$ cat config.mk
export PLATFORM = sky130hd
export DESIGN_NAME = instrumented_adder_meter
export DESIGN_NICKNAME = d
export VERILOG_FILES = /design/src/rtl/iam_pkg.sv /design/src/rtl/instrumented_adder_core.sv /design/src/rtl/instrumented_adder_meter.sv
export SDC_FILE = /design/constraint.sdc
export NUM_CORES = 1
export LEC_CHECK = 0
export BUFFER_PORTS_ARGS = -buffer_cell sky130_fd_sc_hd__buf_2
export CORE_ASPECT_RATIO = 0.75
export CORE_MARGIN = 3
export CORE_UTILIZATION = 40
export DETAILED_ROUTE_END_ITERATION = 7
export PLACE_DENSITY = 0.54
export SYNTH_ARGS = -nofsm -noshare
export SYNTH_HDL_FRONTEND = slang
export SYNTH_HIERARCHICAL = 1
export SYNTH_SLANG_ARGS = --single-unit
export TNS_END_PERCENT = 1
$ cat constraint.sdc
create_clock -name wb_clk_i -period 4.8 [get_ports wb_clk_i]
set_input_delay 0 -clock wb_clk_i [delete_from_list [all_inputs] [get_ports wb_clk_i]]
set_output_delay 0 -clock wb_clk_i [all_outputs]
set_load 0.05 [all_outputs]
$ cat src/rtl/iam_pkg.sv
// rtl/iam_pkg.sv - shared types and constants for the instrumented adder meter
package iam_pkg;

  typedef enum logic [1:0] {
    IDLE   = 2'd0,
    SETTLE = 2'd1,
    RUN    = 2'd2,
    DONE   = 2'd3
  } iam_state_e;

  localparam logic [2:0] ADDR_A      = 3'd0;
  localparam logic [2:0] ADDR_B      = 3'd1;
  localparam logic [2:0] ADDR_RING   = 3'd2;
  localparam logic [2:0] ADDR_EXT    = 3'd3;
  localparam logic [2:0] ADDR_SOUT   = 3'd4;
  localparam logic [2:0] ADDR_GATE   = 3'd5;
  localparam logic [2:0] ADDR_COUNT  = 3'd6;
  localparam logic [2:0] ADDR_SUM    = 3'd7;

  localparam logic [31:0] MASK_RESET = 32'hFFFF_FFFF;

endpackage

$ cat src/rtl/instrumented_adder_core.sv
// rtl/instrumented_adder_core.sv - sklansky adder with ring-select input mux and parity tap
// Purely combinational; CLOSE_RING=1 closes the oscillator loop internally.
module instrumented_adder_core #(
  parameter int WIDTH      = 32,
  parameter bit CLOSE_RING = 1'b1
) (
  input  logic [WIDTH-1:0] a_input,
  input  logic [WIDTH-1:0] b_input,
  input  logic [WIDTH-1:0] ring_mask_b,
  input  logic [WIDTH-1:0] ext_mask_b,
  input  logic [WIDTH-1:0] s_out_mask_b,
  input  logic             ring_en,
  input  logic             chain_in,
  output logic [WIDTH-1:0] sum,
  output logic             chain_out
);

  localparam int LEVELS = $clog2(WIDTH);

  logic             ring_fb;
  logic [WIDTH-1:0] a_eff;
  logic [WIDTH-1:0] carry;

  // Group-generate across [i:0] via Sklansky prefix tree.
  function automatic logic [WIDTH-1:0] prefix_carry(input logic [WIDTH-1:0] g_in,
                                                    input logic [WIDTH-1:0] p_in);
    logic [WIDTH-1:0] g, p, g_nx, p_nx;
    g = g_in;
    p = p_in;
    for (int l = 0; l < LEVELS; l++) begin
      g_nx = g;
      p_nx = p;
      for (int i = 0; i < WIDTH; i++) begin
        if (((i >> l) & 1) == 1) begin
          g_nx[i] = g[i] | (p[i] & g[((i >> l) << l) - 1]);
          p_nx[i] = p[i] & p[((i >> l) << l) - 1];
        end
      end
      g = g_nx;
      p = p_nx;
    end
    return g;
  endfunction

  generate
    if (CLOSE_RING) begin : g_loop
      assign ring_fb = chain_out;
    end else begin : g_ext
      assign ring_fb = chain_in;
    end
  endgenerate

  always_comb begin
    a_eff = '0;
    for (int i = 0; i < WIDTH; i++) begin
      a_eff[i] = !ring_mask_b[i] ? ring_fb : (!ext_mask_b[i] ? 1'b0 : a_input[i]);
    end
  end

  assign carry     = prefix_carry(a_eff & b_input, a_eff ^ b_input);
  assign sum       = (a_eff ^ b_input) ^ {carry[WIDTH-2:0], 1'b0};
  assign chain_out = ring_en & ~^(sum & ~s_out_mask_b);

endmodule

$ cat src/rtl/instrumented_adder_meter.sv
// rtl/instrumented_adder_meter.sv - ring-oscillator delay meter around an adder under test
// RING_MODEL=1 feeds the ring from a divide-by-3 toggle source; 0 closes it through the adder.
module instrumented_adder_meter
  import iam_pkg::*;
#(
  parameter int WIDTH       = 32,
  parameter int GATE_W      = 24,
  parameter int CNT_W       = 32,
  parameter int SYNC_STAGES = 2,
  parameter bit RING_MODEL  = 1'b1
) (
  input  logic        wb_clk_i,
  input  logic        rst_n,
  input  logic        active,
  input  logic        cfg_we,
  input  logic [2:0]  cfg_addr,
  input  logic [31:0] cfg_wdata,
  output logic [31:0] cfg_rdata,
  input  logic        start,
  output logic        busy,
  output logic        done
);

  logic [WIDTH-1:0]       a_input, b_input, ring_mask_b, ext_mask_b, s_out_mask_b;
  logic [WIDTH-1:0]       sum, sum_capture;
  logic [GATE_W-1:0]      gate_cycles, timer;
  logic [CNT_W-1:0]       count;
  logic [SYNC_STAGES-1:0] sync_q;
  logic [31:0]            rdata_mux;
  iam_state_e             state, state_next;
  logic                   ring_en, core_chain, model_chain, chain_src;
  logic                   sync_prev, rise, start_ok, cfg_wr, settle_end, run_end;

  assign busy       = (state != IDLE);
  assign start_ok   = start && active && (state == IDLE);
  assign cfg_wr     = cfg_we && !busy;
  assign settle_end = (timer == GATE_W'(SYNC_STAGES));
  assign run_end    = (timer == gate_cycles - GATE_W'(1));

  always_ff @(posedge wb_clk_i or negedge rst_n) begin
    if (!rst_n) begin
      a_input      <= '0;
      b_input      <= '0;
      ring_mask_b  <= MASK_RESET[WIDTH-1:0];
      ext_mask_b   <= MASK_RESET[WIDTH-1:0];
      s_out_mask_b <= MASK_RESET[WIDTH-1:0];
      gate_cycles  <= '0;
    end else if (cfg_wr) begin
      case (cfg_addr)
        ADDR_A:    a_input      <= cfg_wdata[WIDTH-1:0];
        ADDR_B:    b_input      <= cfg_wdata[WIDTH-1:0];
        ADDR_RING: ring_mask_b  <= cfg_wdata[WIDTH-1:0];
        ADDR_EXT:  ext_mask_b   <= cfg_wdata[WIDTH-1:0];
        ADDR_SOUT: s_out_mask_b <= cfg_wdata[WIDTH-1:0];
        ADDR_GATE: gate_cycles  <= cfg_wdata[GATE_W-1:0];
        default: ;
      endcase
    end
  end

  instrumented_adder_core #(
    .WIDTH      (WIDTH),
    .CLOSE_RING (!RING_MODEL)
  ) u_core (
    .a_input      (a_input),
    .b_input      (b_input),
    .ring_mask_b  (ring_mask_b),
    .ext_mask_b   (ext_mask_b),
    .s_out_mask_b (s_out_mask_b),
    .ring_en      (ring_en),
    .chain_in     (model_chain),
    .sum          (sum),
    .chain_out    (core_chain)
  );

  generate
    if (RING_MODEL) begin : g_model
      logic [1:0] phase;
      logic       tog;
      always_ff @(posedge wb_clk_i or negedge rst_n) begin
        if (!rst_n) begin
          phase <= '0;
          tog   <= 1'b0;
        end else if (!ring_en) begin
          phase <= '0;
          tog   <= 1'b0;
        end else if (phase == 2'd2) begin
          phase <= '0;
          tog   <= ~tog;
        end else begin
          phase <= phase + 2'd1;
        end
      end
      assign model_chain = tog;
    end else begin : g_ring
      assign model_chain = 1'b0;
    end
  endgenerate

  assign chain_src = RING_MODEL ? model_chain : core_chain;

  always_ff @(posedge wb_clk_i or negedge rst_n) begin
    if (!rst_n) begin
      sync_q    <= '0;
      sync_prev <= 1'b0;
    end else begin
      sync_q    <= {sync_q[SYNC_STAGES-2:0], chain_src};
      sync_prev <= sync_q[SYNC_STAGES-1];
    end
  end

  assign rise = sync_q[SYNC_STAGES-1] & ~sync_prev;

  // Timer restarts on every state change: counts SETTLE cycles, then RUN cycles.
  always_ff @(posedge wb_clk_i or negedge rst_n) begin
    if (!rst_n) begin
      timer <= '0;
    end else if (state != state_next) begin
      timer <= '0;
    end else if (state == SETTLE || state == RUN) begin
      timer <= timer + GATE_W'(1);
    end
  end

  always_ff @(posedge wb_clk_i or negedge rst_n) begin
    if (!rst_n) begin
      count <= '0;
    end else if (start_ok) begin
      count <= '0;
    end else if (state == RUN && active && rise && !(&count)) begin
      count <= count + CNT_W'(1);
    end
  end

  always_ff @(posedge wb_clk_i or negedge rst_n) begin
    if (!rst_n) begin
      sum_capture <= '0;
    end else if (state_next == DONE && state != DONE) begin
      sum_capture <= sum & ~s_out_mask_b;
    end
  end

  always_ff @(posedge wb_clk_i or negedge rst_n) begin
    if (!rst_n) state <= IDLE;
    else        state <= state_next;
  end

  always_comb begin
    state_next = state;
    if (!active) begin
      state_next = IDLE;
    end else begin
      case (state)
        IDLE:    if (start) state_next = SETTLE;
        SETTLE:  if (settle_end) state_next = (gate_cycles == '0) ? DONE : RUN;
        RUN:     if (run_end) state_next = DONE;
        DONE:    state_next = IDLE;
        default: state_next = IDLE;
      endcase
    end
  end

  always_comb begin
    ring_en = active && (state == SETTLE || state == RUN);
    done    = active && (state == DONE);
  end

  always_comb begin
    rdata_mux = '0;
    case (cfg_addr)
      ADDR_A:     rdata_mux = 32'(a_input);
      ADDR_B:     rdata_mux = 32'(b_input);
      ADDR_RING:  rdata_mux = 32'(ring_mask_b);
      ADDR_EXT:   rdata_mux = 32'(ext_mask_b);
      ADDR_SOUT:  rdata_mux = 32'(s_out_mask_b);
      ADDR_GATE:  rdata_mux = 32'(gate_cycles);
      ADDR_COUNT: rdata_mux = 32'(count);
      ADDR_SUM:   rdata_mux = 32'(sum_capture);
      default:    rdata_mux = '0;
    endcase
    cfg_rdata = active ? rdata_mux : 32'd0;
  end

endmodule

==> results of run 1 <==
==> per-layer routing <==
metal  global-route usage, %  routed length [µm]  up-vias
met3                    4.24                2600       72
met5                       0                   0        -
met1                    34.7               24300     6228
met2                    34.2               21400      310
met4                    6.41                1240        0
li1                        -                   -     5621
==> stage by stage <==
step	util, %	area (µm²)	setup slack, ns
2_1_floorplan	-	16200	1.19
3_3_place_gp	43.1	17200	0.533
3_5_place_dp	43.1	17200	0.437
4_1_cts	47.1	18700	0.401
5_1_grt	47.1	18700	0.126
6_report	47.1	18700	0.322
==> path summary, 6_finish.rpt <==
path | startpoint | endpoint | cells past startpoint
max | chain_src$_DFFE_PN0P_ | sum_capture[31]$_DFFE_PN0P_ | 16
min | rst_n | sum_capture[6]$_DFFE_PN0P_ | 2
max reg2reg | chain_src$_DFFE_PN0P_ | sum_capture[31]$_DFFE_PN0P_ | 16
min reg2reg | sync_q[0]$_DFF_PN0_ | sync_q[1]$_DFF_PN0_ | 0
max in group asynchronous | rst_n | a_input[16]$_DFFE_PN0P_ | 3
min in group wb_clk_i | cfg_we | ext_mask_b[17]$_DFFE_PN1P_ | 4
==> registers in the layout (all words and copies together), names as in the netlist, 2 cells and up <==
signal         cells
a_input           32
ring_mask_b       32
s_out_mask_b      32
sum_capture       32
sync_q             2
ext_mask_b        32
state              2
gate_cycles       24
timer             24
count             32
b_input           32
g_model.phase      2
==> worst max-delay path: cells and delay by family, from the launching register on <==
| family | cells | cell delay [ns] |
|---|---|---|
| xor+xnor | 1 | 0.08 |
| flops | 1 | 0.40 |
| fa+ha+maj | 1 | 0.39 |
| mux | 1 | 0.25 |
| simple gates | 3 | 0.36 |
| buf+inv | 2 | 0.72 |
| compound gates | 8 | 2.18 |
==> what timing repair did <==
item / 4_1_cts / 5_1_grt
resized for setup: 0 / 0
setup buffers: 0 / 0
endpoints found under the setup margin: 0 / 0
hold buffers: 34 / 0
endpoints found under the hold margin: 255 / 0
==> cell type report <==
cell class                 instances  area share (%)
clock buffer                      47            5.36
clock inverter                    15            1.14
inverter                          28           0.561
multi-input combinational       1107            46.4
sequential                       280            38.1
tap                              520            3.47
timing repair buffer             134            5.06
==> power breakdown <==
group / internal, W / switching [W]
combinational: 0.00139 / 0.00139
sequential: 0.00326 / 0.000710
clock: 0.00174 / 0.00107
total: 0.00638 / 0.00316
==> reports/qor.csv, run 1 <==
metric,value,unit
status,"finished, final reports clean",
Worst-path clk slew,0.06,ns
DRT Pass-1 Iters,5,
gr usage total,23.1,%
vias in the first global route,12201,
share of cells above drive strength 1,32.0,%
io pins,74,
Tot Pwr,0.00955,W
Startpoint Class,flop,
Die Width,239,µm
DRC viols,0,
upper clock frequency limit,223,MHz
final WL,49500,µm
post-route antenna net violation count,0,
Routed WL per cell,23.2,µm
Core Region,39800,µm²
fin. max-slew vios,0,
worst hold path class,primary input to asynchronous set/reset pin,
Critical Path Slowest Stage Cell,o41ai_1,
First DRT Iteration DRCs,868,
Post-Syn Area,16200,µm²
footprint of the multi-input gates,8680,µm²
final setup vio count,0,
Rows,63,
Hold Fails Final Rpt,0,
mean post-synth cell area,10.8,µm²
Worst-Margin Slew,1.29,ns
P&R area growth vs syn,15.4,%
CP peak stage delay,0.48,ns
Leak,8.12,nW
total grt overflow,0,
crit path DAT,4.89,ns
Mapped Nets,1582,
RSZ-0062 raised after global routing,no,
routability congestion estimate,0.868,
H-tree depth,2,
CP Cell Sequence,inv_1 > buf_4 > o21ai_0 > ha_1 > a21o_1 > a31o_2 > a221o_1 > a21o_1 > a22oi_1 > a21boi_0 > o41ai_1 > nor2b_1 > nor2_1 > xnor2_1 > nor2b_1 > mux2_2,
final clock skew,0.0208,ns
via count,12231,
Syn Inst Count,1498,
first-pass GRT wire length,76900,µm
Setup CP Type,flop to flop,
clk sinks,280,
cts bufs inserted,34,
DR vias/cell,5.74,
crit-path max FO,12,
worst hold margin,0.0389,ns
Initial Util,40.8,%
worst endpoint required time,5.21,ns
I/O Buffers,73,
Max Cap Violations,0,
nets@finish,1669,
"leading cell type in the layout, fill and taps excluded",mux2_2,
worst skew pair latency,0.53,ns
largest net degree at the start of global routing,96,
most frequent cells in the layout,"187 x mux2_2, 184 x dfrtp_1, 118 x nor2_1",
FF-to-FF setup slack,0.32,ns
Setup TNS Final,0,ns
die height,180,µm
fin crit share,93.3,%
initial antenna violation count,0,
CP endpoint kind,flop,
DP Wirelength,33600,µm
"non-filler cells, final",2131,
# fillers,3717,
number of diodes,0,
Placed Cells,2035,
Rel. slew slack,14.0,%
Root Buffer,clkbuf_16,
Pwr Density,510,nW/µm²
die area,43000,µm²
clock buffer depth,3,
CTS tree,done,
Final min period,4.48,ns
maximum VDD drop,0.316,mV
Reg area,7130,µm²
Synth warnings,6,
(Power assumes the default switching activity.)
==> run 2, diff against run 1 <==
--- a/config.mk
+++ b/config.mk
@@ -7,10 +7,8 @@
 export LEC_CHECK = 0
 export BUFFER_PORTS_ARGS = -buffer_cell sky130_fd_sc_hd__buf_2
 export CORE_ASPECT_RATIO = 0.75
-export CORE_MARGIN = 3
 export CORE_UTILIZATION = 40
 export DETAILED_ROUTE_END_ITERATION = 7
-export PLACE_DENSITY = 0.54
 export SYNTH_ARGS = -nofsm -noshare
 export SYNTH_HDL_FRONTEND = slang
 export SYNTH_HIERARCHICAL = 1
==> constraint.sdc (replaced) <==
create_clock -name wb_clk_i -period 3.9 [get_ports wb_clk_i]
set_input_delay 0 -clock wb_clk_i [delete_from_list [all_inputs] [get_ports wb_clk_i]]
set_output_delay 0 -clock wb_clk_i [all_outputs]
set_load 0.05 [all_outputs]
==> run 2 against run 1 <==
Effect of this change: register-to-register slack worse by 0.17 ns; critical path depth grew 2; worst hold slack worse by 0.017 ns; worst setup slack got worse by 0.17 ns; wire length fell by 5.2%; final cell count rose by 0.99%; largest cell class unchanged.
==> reports/qor.csv, run 2 (same netlist as run 1, synthesis figures left out) <==
metric,value,unit
status,"finished, final reports clean",
crit-path leading delay family,compound AO/OA/AOI/OAI gates,
vias in the first global route,12258,
FF-to-FF Start,chain_src$_DFFE_PN0P_,
nets@finish,1692,
gr usage total,23.2,%
DRC viols,0,
total grt overflow,0,
Initial Util,40.8,%
share of cells above drive strength 1,33.1,%
"leading cell type in the layout, fill and taps excluded",mux2_2,
number of diodes,0,
Die Width,235,µm
cts bufs inserted,30,
Routed WL per cell,21.8,µm
CP endpoint kind,flop,
most frequent cells in the layout,"187 x mux2_2, 184 x dfrtp_1, 118 x nor2_1",
worst hold path class,primary input to flop,
Hold Crit Start,cfg_we,
Util after Layout,47.3,%
clock buffer depth,3,
Worst-Margin Slew,1.20,ns
worst hold margin,0.0220,ns
crit path DAT,4.20,ns
Buf/Inv on CP,3,
Rel. slew slack,20.1,%
FF-to-FF setup slack,0.15,ns
H-tree depth,1,
worst skew pair latency,0.59,ns
routability congestion estimate,0.899,
Placed Cells,2057,
Worst-path clk slew,0.06,ns
initial antenna violation count,1,
Pwr Density,596,nW/µm²
Max Cap Violations,0,
Root Buffer,clkbuf_16,
fin crit share,96.1,%
via count,12362,
CP peak stage delay,0.39,ns
largest net degree at the start of global routing,96,
final WL,46900,µm
final setup vio count,0,
I/O Buffers,73,
first-pass GRT wire length,73600,µm
io pins,74,
maximum VDD drop,0.355,mV
Worst path most repeated cell,nor2b_1,
Worst R2R Path Depth,18,
Setup CP Type,flop to flop,
upper clock frequency limit,267,MHz
RSZ-0062 raised after global routing,no,
die height,176,µm
r2r endpoint,sum_capture[31]$_DFFE_PN0P_,
fin. max-slew vios,0,
Leak,8.18,nW
P&R area growth vs syn,15.8,%
final clock skew,0.0238,ns
First DRT Iteration DRCs,1108,
Tot Pwr,0.0112,W
DP Wirelength,32500,µm
Core Region,39700,µm²
CTS tree,done,
"non-filler cells, final",2152,
Critical Path Slowest Stage Cell,dfrtp_1,
Final min period,3.75,ns
hold path cells,4,
Rows,63,
CP Cell Sequence,inv_2 > buf_12 > o21ai_0 > ha_1 > fa_2 > a211oi_2 > nor3_2 > o2111ai_2 > nand3_2 > a22oi_2 > a21boi_2 > o41ai_2 > buf_4 > nor2b_1 > nor2_1 > xnor2_1 > nor2b_1 > mux2_2,
Hold Path End,ext_mask_b[14]$_DFFE_PN1P_,
Startpoint Class,flop,
clk sinks,280,
die area,41400,µm²
Hold Fails Final Rpt,0,
post-route antenna net violation count,0,
worst endpoint required time,4.35,ns
DR vias/cell,5.74,
crit-path max FO,6,
DRT Pass-1 Iters,8,
-- run 2: area by class of cell --
class                   instances  area [µm²]
clock inverters                 7        71.3
flip-flops and latches        280        7130
well taps                     520         651
clock buffers                  49         902
inverters                      28         105
multi-input cells            1107        8720
repair buffers                161        1210
fillers                      3691       20900
-- run 2: how the worst max path moves through the flow --
| stage | from | end | slack (ns) | cells past startpoint |
|---|---|---|---|---|
| global route | chain_src$_DFFE_PN0P_ | sum_capture[31]$_DFFE_PN0P_ | 0.008 | 19 |
| CTS | chain_src$_DFFE_PN0P_ | sum_capture[31]$_DFFE_PN0P_ | 0.06 | 18 |
| global placement | chain_src$_DFFE_PN0P_ | sum_capture[31]$_DFFE_PN0P_ | -0.07 | 18 |
| detailed placement | chain_src$_DFFE_PN0P_ | sum_capture[31]$_DFFE_PN0P_ | -0.05 | 18 |
| finish | chain_src$_DFFE_PN0P_ | sum_capture[31]$_DFFE_PN0P_ | 0.15 | 18 |
| floorplan | chain_src$_DFFE_PN0P_ | sum_capture[31]$_DFFE_PN0P_ | 0.29 | 17 |
-- run 2: report_power, final --
group          switching (W)  internal [W]
Clock                0.00122       0.00164
Sequential          0.000820       0.00401
Combinational        0.00173       0.00178
Total                0.00377       0.00743
-- run 2: tightest hold or removal path, cell delays in order --
cell,delay [ns]
buf_2,0.10
nand3_1,0.12
nor2_4,0.11
mux2_2,0.24
-- run 2: layer usage --
layer | vias to the layer above | track usage, % | wire [µm]
met5 | - | 0 | 13
met4 | 2 | 6.26 | 1270
met3 | 78 | 4.46 | 2900
met2 | 380 | 33.9 | 20200
met1 | 6232 | 34.7 | 22500
li1 | 5670 | - | -
-- run 2: per-stage QoR --
step / TNS, ns / instance area [µm²] / setup slack [ns]
global placement: -0.0747 / 17400 / -0.0747
floorplan: 0 / 16200 / 0.291
detailed placement: -0.0546 / 17400 / -0.0546
CTS: 0 / 18700 / 0.0574
global route: 0 / 18800 / 0.00825
finish: 0 / 18800 / 0.151
-- run 2: repair_timing --
action / in CTS / in global routing
hold endpoints to repair: 276 / 0
hold buffers: 34 / 0
setup endpoints to repair: 1 / 2
pin swaps: 0 / 10
setup buffers: 0 / 5
resized for setup: 2 / 13
==> run 3, diff against run 2 <==
--- a/config.mk
+++ b/config.mk
@@ -9,6 +9,7 @@
 export CORE_ASPECT_RATIO = 0.75
 export CORE_UTILIZATION = 40
 export DETAILED_ROUTE_END_ITERATION = 7
+export PLACE_DENSITY_LB_ADDON = 0.08
 export SYNTH_ARGS = -nofsm -noshare
 export SYNTH_HDL_FRONTEND = slang
 export SYNTH_HIERARCHICAL = 1
==> run 3 against run 2 <==
Effect of this change: final cell count up 0.65%; fmax up 0.41%; sequential cell count unchanged; clock-buffer cell count is 4 higher; via count hardly changed; die area did not move; clock power increased by 19%; global-route usage up 1.9 points; worst hold slack better by 0.070 ns; largest cell class unchanged.
==> reports/qor.csv, run 3 (same netlist as run 1, synthesis figures left out) <==
metric,value,unit
clk sinks,280,
CTS tree,done,
Pwr Density,620,nW/µm²
final WL,50600,µm
total grt overflow,0,
Leak,8.33,nW
most frequent cells in the layout,"187 x mux2_2, 184 x dfrtp_1, 118 x nor2_1",
Core Region,39700,µm²
FF-to-FF setup slack,0.17,ns
DRT Pass-1 Iters,5,
clock buffer depth,3,
gr usage total,25.0,%
DRC viols,0,
worst hold path class,primary input to asynchronous set/reset pin,
CP endpoint kind,flop,
status,"finished, final reports clean",
r2r endpoint,sum_capture[31]$_DFFE_PN0P_,
Util after Layout,48.0,%
io pins,74,
routability congestion estimate,0.854,
final clock skew,0.0174,ns
maximum VDD drop,0.331,mV
Tot Pwr,0.0118,W
fin crit share,95.7,%
# fillers,3726,
crit path DAT,4.15,ns
largest net degree at the start of global routing,113,
Die Width,235,µm
worst skew pair latency,0.53,ns
final setup vio count,0,
Routed WL per cell,23.3,µm
Worst-path clk slew,0.06,ns
H-tree depth,2,
die area,41400,µm²
Max Cap Violations,0,
Rel. slew slack,37.1,%
Rows,63,
vias in the first global route,12290,
Initial Util,40.8,%
share of cells above drive strength 1,33.5,%
first-pass GRT wire length,78100,µm
nets@finish,1704,
First DRT Iteration DRCs,879,
"leading cell type in the layout, fill and taps excluded",mux2_2,
number of diodes,0,
P&R area growth vs syn,17.5,%
DR vias/cell,5.70,
FF-to-FF Start,chain_src$_DFFE_PN0P_,
cell area after placement,17500,µm²
Hold Fails Final Rpt,0,
Worst R2R Path Depth,17,
DP Wirelength,35300,µm
worst endpoint required time,4.32,ns
Worst-Margin Slew,0.944,ns
Setup TNS Final,0,ns
Setup CP Type,flop to flop,
post-route antenna net violation count,0,
fin. max-slew vios,0,
cts bufs inserted,35,
RSZ-0062 raised after global routing,no,
die height,176,µm
via count,12352,
upper clock frequency limit,268,MHz
crit-path max FO,18,
Post-CTS Repair Setup Buffers,0,
Final min period,3.73,ns
final instance area,19100,µm²
Startpoint Class,flop,
I/O Buffers,73,
worst hold margin,0.0924,ns
initial antenna violation count,0,
Root Buffer,clkbuf_16,
==> run 3: cell count changes in the layout (fill, tap and decap cells not counted), sizes merged <==
cell | before | now
buf | 127 | 133
clkbuf | 49 | 53
bufinv | 1 | 3
clkinv | 7 | 6
clkinvlp | 0 | 1
dlygate4sd3 | 34 | 35
inv | 27 | 28
==> run 3: power by group <==
part           switching [W]  total, W  internal [W]
sequential          0.000836   0.00484       0.00401
combinational        0.00179   0.00358       0.00179
clock                0.00130   0.00339       0.00209
total                0.00393    0.0118       0.00789
==> run 3: how the worst max path moves through the flow <==
stage | endpoint | depth (start not counted) | slack (ns) | start
final | sum_capture[31]$_DFFE_PN0P_ | 17 | 0.17 | chain_src$_DFFE_PN0P_
after global routing | sum_capture[31]$_DFFE_PN0P_ | 17 | 0.002 | chain_src$_DFFE_PN0P_
after CTS | sum_capture[29]$_DFFE_PN0P_ | 17 | 0.05 | chain_src$_DFFE_PN0P_
after detailed placement | sum_capture[31]$_DFFE_PN0P_ | 17 | -0.14 | chain_src$_DFFE_PN0P_
after global placement | sum_capture[31]$_DFFE_PN0P_ | 17 | -0.10 | chain_src$_DFFE_PN0P_
after floorplan | sum_capture[31]$_DFFE_PN0P_ | 17 | 0.29 | chain_src$_DFFE_PN0P_
==> run 3: critical path: stages, from the launching register on <==
cell      delay, ns
dfrtp_1        0.38
inv_1          0.09
buf_12         0.15
buf_12         0.18
o21ai_0        0.11
ha_1           0.29
a21o_2         0.23
a31o_2         0.26
a221o_1        0.32
a21o_1         0.22
a22oi_2        0.30
a21boi_2       0.15
o41ai_2        0.27
nor2b_1        0.08
nor2_1         0.14
xnor2_1        0.08
nor2b_1        0.12
mux2_2         0.25
==> run 3: routing by layer <==
layer / global-route usage (%) / vias to the layer above / share of wire (%)
met5: 0 / - / 0
met4: 4.76 / 0 / 1.6
met3: 3.75 / 54 / 4.4
met2: 36.5 / 295 / 43
met1: 39.0 / 6298 / 51
li1: - / 5705 / -
==> run 3: final cells by class <==
cell class	count	area (µm²)	area share [%]
repair buffers	168	1270	6.66
inverters	28	105	0.551
well taps	520	651	3.41
clock inverters	10	143	0.748
clock buffers	53	1060	5.59
multi-input cells	1107	8700	45.7
flip-flops and latches	280	7130	37.4
==> run 3: timing repair <==
item | in CTS | in global routing
setup endpoints to repair | 2 | 4
resized for setup | 2 | 3
hold endpoints to repair | 262 | 0
hold buffers | 35 | 0
gates cloned | 0 | 0
==> run 3: stage by stage <==
stage                     cells  setup slack, ns
final                      2166            0.166
after global routing       2166          0.00195
after CTS                  2166           0.0482
after detailed placement   2068           -0.136
after global placement     2068           -0.103
after floorplan            1498            0.291
